`config.mk`:
```
export PLATFORM = sky130hd
export DESIGN_NAME = vending_machine_fsm
export DESIGN_NICKNAME = d
export VERILOG_FILES = /design/src/rtl/vending_machine_fsm.sv
export SDC_FILE = /design/constraint.sdc
export NUM_CORES = 1
export LEC_CHECK = 0
export CAP_MARGIN = 5
export CELL_PAD_IN_SITES_DETAIL_PLACEMENT = 0
export CELL_PAD_IN_SITES_GLOBAL_PLACEMENT = 1
export CORE_AREA = 2 2 39 41
export CTS_BUF_LIST = sky130_fd_sc_hd__clkbuf_4 sky130_fd_sc_hd__clkbuf_8
export DETAILED_ROUTE_END_ITERATION = 12
export DIE_AREA = 0 0 41 43
export GPL_ROUTABILITY_DRIVEN = 0
export GPL_TIMING_DRIVEN = 0
export PLACE_DENSITY = 0.47
export SYNTH_ARGS = -nofsm -noshare
export SYNTH_HDL_FRONTEND = slang
export SYNTH_SLANG_ARGS = --single-unit
```
`constraint.sdc`:
```
create_clock -name clk -period 1.9 [get_ports clk]
set_input_delay 0.285 -clock clk [delete_from_list [all_inputs] [get_ports clk]]
set_output_delay 0.285 -clock clk [all_outputs]
set_load 0.01 [all_outputs]
```
`src/rtl/vending_machine_fsm.sv`:
```
// Single-item coin-operated vending controller (Moore FSM, price = 4 credit units).
// Credit is held in the state; a coin seen during a vend cycle starts the next transaction.
module vending_machine_fsm (
    input  logic       clk,
    input  logic       rst,
    input  logic [1:0] money,
    output logic       dispense,
    output logic       change,
    output logic [2:0] current_state
);

    typedef enum logic [2:0] {
        IDLE     = 3'b000,
        C1       = 3'b001,
        C2       = 3'b010,
        C3       = 3'b011,
        VEND     = 3'b100,
        VEND_CHG = 3'b101
    } state_t;

    localparam logic [2:0] PRICE = 3'd4;

    state_t     state;
    state_t     state_next;
    logic [2:0] base;
    logic [2:0] sum;

    always_ff @(posedge clk or posedge rst) begin
        if (rst) begin
            state <= IDLE;
        end else begin
            state <= state_next;
        end
    end

    always_comb begin
        base       = '0;
        sum        = '0;
        state_next = IDLE;

        case (state)
            IDLE:     base = 3'd0;
            C1:       base = 3'd1;
            C2:       base = 3'd2;
            C3:       base = 3'd3;
            default:  base = 3'd0;
        endcase

        sum = base + {1'b0, money};

        case (state)
            IDLE, C1, C2, C3, VEND, VEND_CHG: begin
                if (sum < PRICE) begin
                    state_next = state_t'(sum);
                end else if (sum == PRICE) begin
                    state_next = VEND;
                end else begin
                    state_next = VEND_CHG;
                end
            end
            // Unused encodings 110/111 recover to IDLE regardless of the coin.
            default: state_next = IDLE;
        endcase
    end

    always_comb begin
        dispense = (state == VEND) || (state == VEND_CHG);
        change   = (state == VEND_CHG);
    end

    assign current_state = state;

endmodule

```
==> results.md <==
* Status: complete, no violations
* Slew of the pin with the lowest slew margin at about 0.25 ns
* Post-DP HPWL at ~310 um
* Arrival time at the worst endpoint at between 1 and 1.5 ns
* Netlist cell types at 12
* Setup bufs post-CTS at 0
* Grt ovf at 0
* Die Wd at 41 um
* I/O pin cnt at 9
* Crit path from: current_state[2]
* Syn_area_per_cell at 10.7 um^2
* Setup Crit Path Kind: flop to output pin
* First drt pass iteration count at 1
* Total track usage at 6.03%
* DR vias/cell at between 3 and 4
* Pre-CTS setup slack at ~0.13 ns
* Synth top cells by count: 4 x inv_1, 3 x dfrtp_1
* Multi-input logic area at slightly above 90 um^2
* Ys flop type: dfrtp_1
* Synth area leaders: dfrtp_1 41%, fa_1 11%, inv_1 8.2%
* Crit path required time at about 1.6 ns
* Switching Fraction at 33.8%
* Final ANT Viol Nets at 0
* Comb pwr share at slightly above 50%
* Area of the core at around 1400 um^2
* Clock Tree Buf Depth at 2
* Slew Viols, Final at 0
* Pint at 358 uW
* DRC Markers at 0
* Tmin final at approximately 1.8 ns
* Initial antenna violation count at 0
* Max Clock Skew at approximately 0.0032 ns
* Mapped cell area at around 180 um^2
* Pwr/cell area at 1730 nW/um^2
* Clock power frac at approximately 23%
* Synth warnings at 0
* Cell accounting for the most synthesized area: dfrtp_1
* Final Setup Violations at 0
* Vias at roughly 150
* Reg-to-reg endpoint: current_state[0]
* Routed WL at roughly 400 um
* Min setup slack post-route at about 0.12 ns
* Startpoint types: flop
* CP max FO at 7
* Starting Density at 13.2%
* Vias in the first global route at roughly 160
* Reg area at approximately 75 um^2
* Sequential-to-total area share from yosys stat at about two fifths
* Clk_lat worst skew at 0.23 ns
* Port-buffer cells at 8
* Num CTS Buffers at 3
* EDFF count, synth at 0
* Clk pin slew, worst setup/hold paths at around 0.040 ns
* NumNets Final at 36
* Max rail drop VDD at roughly 0.36 mV
* Fin crit share at between 90% and 100%
* DR WL/cell at 8.78 um
* Largest net degree at the start of global routing at 8
* Sink Count at 3
* Psw at 183 uW
* P&R area growth vs syn at 71.2%
* R2R Setup Slk at about 0.21 ns
* Worst r2r src: current_state[2]
* F_max at ~560 MHz
* Rel. slew slack at 83.1%
* Root Buffer Master: clkbuf_4
* Worst r2r path cells at 6
* RSZ-0062 raised after global routing: false
* Max reg flops at 3
* First-pass GRT wire length at about 620 um
* Worst min path class: input port to async pin
* Number of antenna diodes at 0
* Yosys reg bits at 3
* Seq pwr share at 27.0%
* Std-Cell Rows at 14
* Die area at 1760 um^2
* CTS H-tree lvls at 1
* Post-CTS Resized at 0
* Die Y at 43 um
* Initial DRC Count at 0
* Fill count at 161
* CP endpoint kind: output pin
* Synth async-reset ratio at between 90% and 100%
* Final Hold Viols at 0
* MaxCap Viol Count at 0
* TNS Setup at 0 ns
* Layout cells sized above 1 at roughly a fifth
* Syn Nets at 23
* Post-Synthesis Cells at 17
* CTS Hold Bufs at 0
* P_leak at between 0.0001 and 0.00015 uW
* Top-count cell post-synth: inv_1
* CTS tree: built
* Yosys top cell area share at between 40 and 50%
[kinds of logic after synthesis]
kind of cell / after synthesis / share of synthesized area (%)
and+or+nand+nor: 5 / 21.2
buffers and inverters: 4 / 8.22
AOI/OAI and AO/OA: 3 / 11.6
DFF: 3 / 41.1
adders and majority gates: 2 / 17.8
[how the worst max path moves through the flow]
stage | end | slack (ns)
global placement | current_state[0] | 0.15
CTS | change | 0.10
floorplan | current_state[0] | 0.29
finish | change | 0.12
global route | change | 0.03
detailed placement | current_state[0] | 0.13
[worst max-delay path, stage by stage, from the launching register on]
cell             delay (ns)
dfrtp_1                0.44
nor2b_4                0.18
and2_1                 0.12
clkdlybuf4s50_1        0.53
[area by class of cell]
type | count | area share [%]
Inverter | 4 | 4.80
Tap cell | 16 | 6.40
Multi-Input combinational cell | 10 | 29.6
Sequential cell | 3 | 24.0
Clock buffer | 4 | 9.60
Timing Repair Buffer | 8 | 25.6
[power by group through the flow]
stage | Sequential [uW] | Combinational [uW] | Clock, uW
detailed placement | 148 | 278 | 0
CTS | 148 | 280 | 126
global placement | 145 | 276 | 0
finish | 146 | 273 | 122
floorplan | 151 | 137 | 0
global route | 152 | 300 | 131
[cells in the final DEF (no fill, tap or decap), types with 3 or more instances in the layout]
master           instances
dfrtp_1                  3
inv_1                    4
clkdlybuf4s50_1          8
clkbuf_4                 4
[per-stage QoR]
stage / cell area (um^2) / utilization, % / total power (uW) / instances / hold WS [ns]
after floorplan: 183 / - / 288 / 17 / 0.0386
after global placement: 283 / 20.4 / 420 / 41 / 0.455
after detailed placement: 283 / 20.4 / 426 / 41 / 0.458
after CTS: 313 / 22.6 / 554 / 45 / 0.215
after global routing: 313 / 22.6 / 584 / 45 / 0.227
final: 313 / 22.6 / 540 / 45 / 0.217
[metal layers]
metal | global-route usage (%) | part of all wire, % | up-vias
met5 | 0 | 0 | -
met4 | 8.00 | 0 | 0
met3 | 3.14 | 5.3 | 0
met2 | 10.3 | 62 | 5
met1 | 2.90 | 33 | 68
li1 | - | - | 76
Power figures use the tool's default switching activity.
